--- src/rtl/seg_adder_if.sv ---
// Operand/result handshake bundle for seg_adder: valid/ready in, valid/ready out.
interface seg_adder_if #(
  parameter int WIDTH = 16
) ();
  logic             in_valid;
  logic             in_ready;
  logic [WIDTH-1:0] a;
  logic [WIDTH-1:0] b;
  logic             cin;
  logic             sub;
  logic             out_valid;
  logic             out_ready;
  logic [WIDTH-1:0] sum;
  logic             cout;
  logic             ovf;

  modport master (
    output in_valid, a, b, cin, sub, out_ready,
    input  in_ready, out_valid, sum, cout, ovf
  );

  modport slave (
    input  in_valid, a, b, cin, sub, out_ready,
    output in_ready, out_valid, sum, cout, ovf
  );
endinterface

--- src/rtl/seg_adder.sv ---
// Pipelined segmented adder/subtractor: one SEG_W-bit ripple slice per stage,
// operand skew and result deskew handled by per-stage shrinking/growing registers.
module seg_adder #(
  parameter int WIDTH = 16,
  parameter int SEGS  = 4
) (
  input logic       clk,
  input logic       rst,
  seg_adder_if.slave bus
);
  localparam int SEG_W = WIDTH / SEGS;

  logic             w_adv;
  logic             w_xfer;
  logic [WIDTH-1:0] w_b_in;
  logic             w_c_in;

  always_comb begin
    w_adv  = !bus.out_valid || bus.out_ready;
    w_xfer = bus.in_valid && w_adv && !rst;
    w_b_in = bus.sub ? ~bus.b : bus.b;
    w_c_in = bus.sub | bus.cin;
  end

  assign bus.in_ready = w_adv && !rst;

  for (genvar s = 0; s < SEGS; s++) begin : g_st
    // PW: operand bits still to be consumed entering this stage; DW: result bits done after it.
    localparam int PW = WIDTH - s * SEG_W;
    localparam int RW = PW - SEG_W;
    localparam int DW = (s + 1) * SEG_W;

    logic [PW-1:0]    w_pa;
    logic [PW-1:0]    w_pb;
    logic             w_ci;
    logic             w_vin;
    logic [SEG_W-1:0] w_sl;
    logic             w_co;
    logic             r_vld;
    logic             r_cy;
    logic [DW-1:0]    r_sum;

    assign {w_co, w_sl} = {1'b0, w_pa[SEG_W-1:0]} + {1'b0, w_pb[SEG_W-1:0]}
                        + (SEG_W + 1)'(w_ci);

    always_ff @(posedge clk) begin
      if (rst) begin
        r_vld <= 1'b0;
        r_cy  <= 1'b0;
      end else if (w_adv) begin
        r_vld <= w_vin;
        r_cy  <= w_co;
      end
    end

    if (s == 0) begin : g_src
      assign w_pa  = bus.a;
      assign w_pb  = w_b_in;
      assign w_ci  = w_c_in;
      assign w_vin = w_xfer;

      always_ff @(posedge clk) begin
        if (rst)        r_sum <= '0;
        else if (w_adv) r_sum <= w_sl;
      end
    end else begin : g_src
      assign w_pa  = g_st[s-1].g_rem.r_a;
      assign w_pb  = g_st[s-1].g_rem.r_b;
      assign w_ci  = g_st[s-1].r_cy;
      assign w_vin = g_st[s-1].r_vld;

      // New slice lands above the slices finished by earlier stages.
      always_ff @(posedge clk) begin
        if (rst)        r_sum <= '0;
        else if (w_adv) r_sum <= {w_sl, g_st[s-1].r_sum};
      end
    end

    if (RW > 0) begin : g_rem
      logic [RW-1:0] r_a;
      logic [RW-1:0] r_b;

      always_ff @(posedge clk) begin
        if (rst) begin
          r_a <= '0;
          r_b <= '0;
        end else if (w_adv) begin
          r_a <= w_pa[PW-1:SEG_W];
          r_b <= w_pb[PW-1:SEG_W];
        end
      end
    end

    if (s == SEGS - 1) begin : g_last
      logic r_ovf;

      // a^b^sum at the MSB recovers the carry into the MSB inside this slice.
      always_ff @(posedge clk) begin
        if (rst)        r_ovf <= 1'b0;
        else if (w_adv) r_ovf <= w_co ^ w_pa[SEG_W-1] ^ w_pb[SEG_W-1] ^ w_sl[SEG_W-1];
      end
    end
  end

  assign bus.out_valid = g_st[SEGS-1].r_vld;
  assign bus.sum       = g_st[SEGS-1].r_sum;
  assign bus.cout      = g_st[SEGS-1].r_cy;
  assign bus.ovf       = g_st[SEGS-1].g_last.r_ovf;
endmodule

--- src/flat_wrapper.sv ---
// flat-port wrapper written by rule: the top's interface ports become plain ports
module seg_adder_flat 
#(
  parameter int WIDTH = 16,
  parameter int SEGS  = 4
)
  (clk, rst, bus_in_valid, bus_a, bus_b, bus_cin, bus_sub, bus_out_ready, bus_in_ready, bus_out_valid, bus_sum, bus_cout, bus_ovf);
  seg_adder_if #(.WIDTH(WIDTH)) bus_i ();
  input logic clk;
  input logic rst;
  input wire logic [$bits(bus_i.in_valid)-1:0] bus_in_valid;
  input wire logic [$bits(bus_i.a)-1:0] bus_a;
  input wire logic [$bits(bus_i.b)-1:0] bus_b;
  input wire logic [$bits(bus_i.cin)-1:0] bus_cin;
  input wire logic [$bits(bus_i.sub)-1:0] bus_sub;
  input wire logic [$bits(bus_i.out_ready)-1:0] bus_out_ready;
  output wire logic [$bits(bus_i.in_ready)-1:0] bus_in_ready;
  output wire logic [$bits(bus_i.out_valid)-1:0] bus_out_valid;
  output wire logic [$bits(bus_i.sum)-1:0] bus_sum;
  output wire logic [$bits(bus_i.cout)-1:0] bus_cout;
  output wire logic [$bits(bus_i.ovf)-1:0] bus_ovf;
  assign bus_i.in_valid = bus_in_valid;
  assign bus_i.a = bus_a;
  assign bus_i.b = bus_b;
  assign bus_i.cin = bus_cin;
  assign bus_i.sub = bus_sub;
  assign bus_i.out_ready = bus_out_ready;
  assign bus_in_ready = bus_i.in_ready;
  assign bus_out_valid = bus_i.out_valid;
  assign bus_sum = bus_i.sum;
  assign bus_cout = bus_i.cout;
  assign bus_ovf = bus_i.ovf;
  seg_adder #(.WIDTH(WIDTH), .SEGS(SEGS)) u_core (.clk(clk), .rst(rst), .bus(bus_i));
endmodule
--- config.mk ---
export PLATFORM = sky130hd
export DESIGN_NAME = seg_adder_flat
export DESIGN_NICKNAME = d
export VERILOG_FILES = /design/src/rtl/seg_adder_if.sv /design/src/rtl/seg_adder.sv /design/src/flat_wrapper.sv
export SDC_FILE = /design/constraint.sdc
export NUM_CORES = 1
export LEC_CHECK = 0
export CORE_MARGIN = 2
export CORE_UTILIZATION = 50
export DETAILED_ROUTE_END_ITERATION = 10
export PLACE_DENSITY = 0.81
export SYNTH_ARGS = -nofsm -noshare
export SYNTH_HDL_FRONTEND = slang
export SYNTH_SLANG_ARGS = --single-unit
--- constraint.sdc ---
create_clock -name clk -period 2 [get_ports clk]
set_input_delay 0.2 -clock clk [delete_from_list [all_inputs] [get_ports clk]]
set_output_delay 0.2 -clock clk [all_outputs]
set_load 0.03 [all_outputs]
Word level (Yosys, flattened, before mapping)

Index checks and enable logic that the tools add are counted.

Bits of input ports: 38
Register bits: 97

Reduce and logical (&&, ||, !) cells: 6
Mux-type cells: 1
Bitwise logic cells: 5
$add $sub $neg: 8

Operator list:

| kind                 | number |
|---|---|
| adder 4 x 4 -> 5 bit | 4 |
| adder 5 x 1 -> 5 bit | 4 |
| two-way mux 16 bit   | 1 |
| NOT 16 bit           | 1 |
| logical AND 1 bit    | 3 |
| bitwise XOR 1 bit    | 3 |
| logical NOT 1 bit    | 2 |
| logical OR 1 bit     | 1 |
| OR 1 bit             | 1 |

Longest topological paths before layout

Word-level depth: 5
Mapped depth: 9
Gate-level depth less buffers: 8

Worst setup path after synthesis

OpenSTA, ideal clock, no wires.

Path kind: input to register
Start point: input port bus_sub
End point: register u_core.g_st[0].r_cy
Required time: 1.881 ns
Stages on the path: 9
Library setup time: 0.119 ns
Buffers on the path: 2
Slack: 0.144 ns
Arrival: 1.736 ns
Cell sequence: buf_4 > buf_4 > xnor2_1 > fa_1 > inv_1 > fa_1 > a21o_1 > a21oi_1 > a21oi_1

Longest elaborated chain between the ends: 3

Ends and longest elaborated chain:

| item                     | line               | RTL |
|---|---|---|
| from (decl)              | flat_wrapper.sv:15 | `input wire logic [$bits(bus_i.sub)-1:0] bus_sub;` |
| two-way mux 16 bit       | seg_adder.sv:21    | `w_b_in = bus.sub ? ~bus.b : bus.b;` |
| adder 4 x 4 -> 5 bit     | seg_adder.sv:43    | `assign {w_co, w_sl} = {1'b0, w_pa[SEG_W-1:0]} + {1'b0, w_pb[SEG_W-1:0]}` |
| adder 5 x 1 -> 5 bit (*) | seg_adder.sv:44    | `+ (SEG_W + 1)'(w_ci);` |
| to (signal assigned)     | seg_adder.sv:52    | `r_cy <= w_co;` |
| to (decl)                | seg_adder.sv:40    | `logic r_cy;` |

Mark *: on every way between the ends. The rest lies on a longest branch, timed or not.
A chain may end at the register's enable or synchronous reset.

Final worst setup path

Start point: register u_core.g_st[2].g_rem.r_b[0]
End point: register u_core.g_st[3].g_last.r_ovf (netlist: u_core.bus.ovf)

Longest elaborated chain between the ends: 5

Ends and longest elaborated chain:

| item                           | line             | RTL |
|---|---|---|
| from (decl)                    | seg_adder.sv:81  | `logic [RW-1:0] r_b;` |
| from (signal assigned)         | seg_adder.sv:89  | `r_b <= w_pb[PW-1:SEG_W];` |
| adder 4 x 4 -> 5 bit (*)       | seg_adder.sv:43  |  |
| adder 5 x 1 -> 5 bit (*)       | seg_adder.sv:44  |  |
| bitwise XOR 1 bit (2 in a row) | seg_adder.sv:100 | `else if (w_adv) r_ovf <= w_co ^ w_pa[SEG_W-1] ^ w_pb[SEG_W-1] ^ w_sl[SEG_W-1];` |
| bitwise XOR 1 bit (*)          | seg_adder.sv:100 |  |
| to (signal assigned)           | seg_adder.sv:100 |  |
| to (decl)                      | seg_adder.sv:95  | `logic r_ovf;` |

Marked as above.

==> impl_summary.md <==
Outcome
The run finished with clean final reports.

GRT
In this run the most used layer during global routing was met2. The first global-routing pass estimated about 13000 um of wire. For met3 alone, demand over resource in global routing was 0.0417. In the global route stage, overall resource usage came out at 0.189.

The met2 global-route usage is 0.307. The pin count of the biggest net entering global routing is 94. The initial antenna violation count is 0. The global routing met1 resource utilization is 0.244. The overflow left after global routing is 0.

The via count of the first global-routing pass came to 2956.

STA
The minimum hold slack is between 200 and 250 ps. The max-slew violation count is 0. In this run the tightest slew margin relative to its limit is 0.390.

At the pin with the least slew margin, the transition time is 916 ps. The clock arrives with 7.02 ps of skew. The final period utilization is 0.947.

The count of endpoints failing hold in the final timing report is 0. The final-report setup violation count is 0. Setup repair after global routing left no endpoint under its margin. After layout, the minimum clock period comes to 1890 ps.

Derived from the worst setup path, the maximum achievable clock frequency is ~530 MHz.

Critical path
Data on the critical path is required at its endpoint by ~2300 ps. STA classifies the critical path endpoint as a flop. The critical path is of the flop to flop type. Along the worst path, the maximum fanout reaches 2.

The largest individual stage delay along the critical path comes from the cell sky130_fd_sc_hd__fa_1. In this design, the largest share of critical-path delay is due to adder cells. The signal arrival time at the worst endpoint is about 2200 ps. STA classifies the critical path startpoint as a flop. Counting stages on the worst path, the most repeated cell is sky130_fd_sc_hd__xnor2_1. The signal on the critical path passes through fa_2 -> inv_1 -> fa_1 -> nand2b_4 -> a21oi_4 -> xnor2_1 -> xnor2_1 -> a211oi_2. The delay of the slowest critical-path stage is roughly 400 ps. The number of buffers and inverters on the critical path is 1.

Final layout
The final layout contains ~580 nets. The library cell used most frequently in the layout, excluding fill and tap cells, is sky130_fd_sc_hd__nand2_1. The number of antenna diodes in the final layout is 0. The layout cell share with drive strength beyond 1 is 0.0664. The synthesis-to-finish area growth is 21.9%.

The final design area excluding fillers is just under 0.005 mm2. The top cell types in the final layout, fill and taps aside, are sky130_fd_sc_hd__nand2_1, sky130_fd_sc_hd__dfxtp_1, sky130_fd_sc_hd__a21oi_1.

Floorplanning
The count of standard-cell rows is 32. The initial utilization of the core area, before any placement, comes to 0.520. In this run the standard cell core region covers roughly 0.0078 mm2. The die is around 94 um wide. The full die area is between 0.008 and 0.009 mm2. For this design the top-level I/O count stands at slightly below 60. From bottom edge to top edge, the die measures 93.9 um.

Logic synthesis
A synthesized cell averages approximately 8.5 um2. The post-synth net total is 536. After synthesis, the cell types taking the most area are sky130_fd_sc_hd__dfxtp_1, sky130_fd_sc_hd__nand2_1, sky130_fd_sc_hd__a21oi_1.

Of the post-synthesis cell area, the dominant cell type holds 0.480. sky130_fd_sc_hd__dfxtp_1 takes more of the synthesized area than any other cell. Synthesis instantiated 24 different standard cells from the library. The fraction of the mapped netlist area in adder cells is 0.0768. The multiplexer area fraction after synthesis is 0. The total of warnings raised by yosys is 0. By area, the combinational part of the netlist is dominated by simple AND/OR/NAND/NOR gates.

The register bit total from synthesis is between 90 and 100. The netlist area before placement is a little over 0.004 mm2. The xor/xnor cell area share of the yosys netlist is 0.0542. Of the synthesized area, sequential elements account for 0.480. The cell count after synthesis came out at around 480. The synthesized-area fraction occupied by ao, oa, aoi and oai cells is 0.158. The share of synthesized cell area in and, or, nand and nor gates is 0.172.

Clocking
Counting every sink on the clock net gives just under 100. The count of hold buffers inserted by post-cts repair is 0. The worst-skew pair later-pin latency is ~350 ps. The TritonCTS clock tree is yes. After clock tree synthesis, the clock-pin slew on the worst setup and hold paths is about 80 ps.

Counting along the longest clock path gives a buffer depth of 2. The total clock buffers created by CTS is 9. The clock root buffer is sky130_fd_sc_hd__clkbuf_8.

The H-tree depth is 3.

Power and ir drop
The peak ir drop on the vdd network is 0.342 mV. The power per cell area is between 800 and 900 mW/mm2. The standby leakage power is between 1.5 and 2 nW.

Route
Summing over every cut layer, the via total after detailed routing is between 3000 and 4000. The number of routed nets with antenna violations is 0. The number of DRC markers after the initial detailed-route iteration is around 150. Summed over all layers, the routed wires come to slightly below 8000 um. The first-pass iteration count of the detailed router is 4. Dividing the detail-routed via count by the number of cells gives between 5 and 6. The number of DRC violations after detailed routing is 0. The wire length per cell is 12.5 um.

Place
The count of buffers added on input and output ports is 57. The detailed placer's ending HPWL is ~5000 um. The weighted congestion at the end of routability-driven global placement is ~0.83. The post-place instance area is roughly 0.0047 mm2.

Worst hold path
The path class of the lowest-slack min-delay path is input port to flop.

Flow run
The tool flagged a number of max-cap violations equal to 0.
worst paths after layout:
path,from,to,slack (ps),depth (start not counted)
setup reg to reg,u_core.g_st[2].g_rem.r_b[0],u_core.bus.ovf,110,8
setup / recovery,u_core.g_st[2].g_rem.r_b[0],u_core.bus.ovf,110,8
hold reg to reg,u_core.bus.sum[15],u_core.bus.sum[15],450,2
hold / removal,rst,u_core.bus.cout,200,3
logic make-up (layout without fill, tap and decap cells):
family | after synthesis | in the layout
simple gates | 179 | 179
xor+xnor | 25 | 25
fa+ha+maj | 20 | 20
compound gates | 111 | 111
buf+inv | 46 | 95
flops | 97 | 97
metrics by stage:
stage               total power [mW]  setup WS (ps)   util  cells  setup TNS (ps)
floorplan                       2.48            144      -    478               0
global placement                2.65           -143  0.603    614            -435
detailed placement              2.67           -201  0.603    614            -663
CTS                             3.98           18.4  0.631    629               0
global route                    4.15          0.560  0.634    629               0
finish                          3.95            106  0.634    629               0
synth_stat cells:
cell type,n
sky130_fd_sc_hd__a211oi_1,20
sky130_fd_sc_hd__a211oi_2,1
sky130_fd_sc_hd__a21o_1,8
sky130_fd_sc_hd__a21oi_1,78
sky130_fd_sc_hd__and3_1,2
sky130_fd_sc_hd__buf_1,5
sky130_fd_sc_hd__buf_2,5
sky130_fd_sc_hd__buf_4,10
sky130_fd_sc_hd__buf_6,3
sky130_fd_sc_hd__clkbuf_1,10
sky130_fd_sc_hd__dfxtp_1,97
sky130_fd_sc_hd__fa_1,8
sky130_fd_sc_hd__ha_1,12
sky130_fd_sc_hd__inv_1,13
sky130_fd_sc_hd__nand2_1,140
sky130_fd_sc_hd__nand2b_1,4
sky130_fd_sc_hd__nand3_1,1
sky130_fd_sc_hd__nor2_1,29
sky130_fd_sc_hd__nor2b_1,2
sky130_fd_sc_hd__nor3_1,1
sky130_fd_sc_hd__o211a_1,1
sky130_fd_sc_hd__o21ai_0,3
sky130_fd_sc_hd__xnor2_1,20
sky130_fd_sc_hd__xor2_1,5
routing by layer:
layer  wire (um)  part of all wire
met2        3840              0.49
met3         283             0.036
met1        3610              0.46
met4         148             0.019
met5           0                 0
cell type report:
type / instances / area [um2]
clock inverters: 5 / 82.6
multi-input cells: 335 / 1900
clock buffers: 9 / 124
inverters: 13 / 48.8
well taps: 102 / 128
repair buffers: 68 / 701
fillers: 683 / 2840
flip-flops and latches: 97 / 1950
sequential cells by signal, indices dropped and copies added, names as in the netlist:
signal and cells:
u_core.bus.cout 1, u_core.bus.out_valid 1, u_core.bus.ovf 1, u_core.bus.sum 16, u_core.g_st.g_rem.r_a 24, u_core.g_st.g_rem.r_b 24, u_core.g_st.r_cy 3, u_core.g_st.r_sum 24
u_core.g_st.r_vld 3
where the power goes:
part | total (mW) | leakage (nW) | internal (mW) | switching [mW]
combinational | 0.506 | 1.09 | 0.253 | 0.253
clock | 1.32 | 0.0934 | 0.690 | 0.632
sequential | 2.13 | 0.799 | 2.06 | 0.0679
worst register-to-register path, stage by stage (launching register included):
cell and delay [ps]:
sky130_fd_sc_hd__dfxtp_2 350, sky130_fd_sc_hd__fa_2 210, sky130_fd_sc_hd__inv_1 60, sky130_fd_sc_hd__fa_1 390
sky130_fd_sc_hd__nand2b_4 170, sky130_fd_sc_hd__a21oi_4 130, sky130_fd_sc_hd__xnor2_1 150, sky130_fd_sc_hd__xnor2_1 120
sky130_fd_sc_hd__a211oi_2 220
repair_timing:
item	4_1_cts	5_1_grt
pin swaps	2	2
resized for setup	1	7
setup endpoints to repair	1	2
setup buffers	1	0
Note: power is estimated with default switching activity, not from simulation.
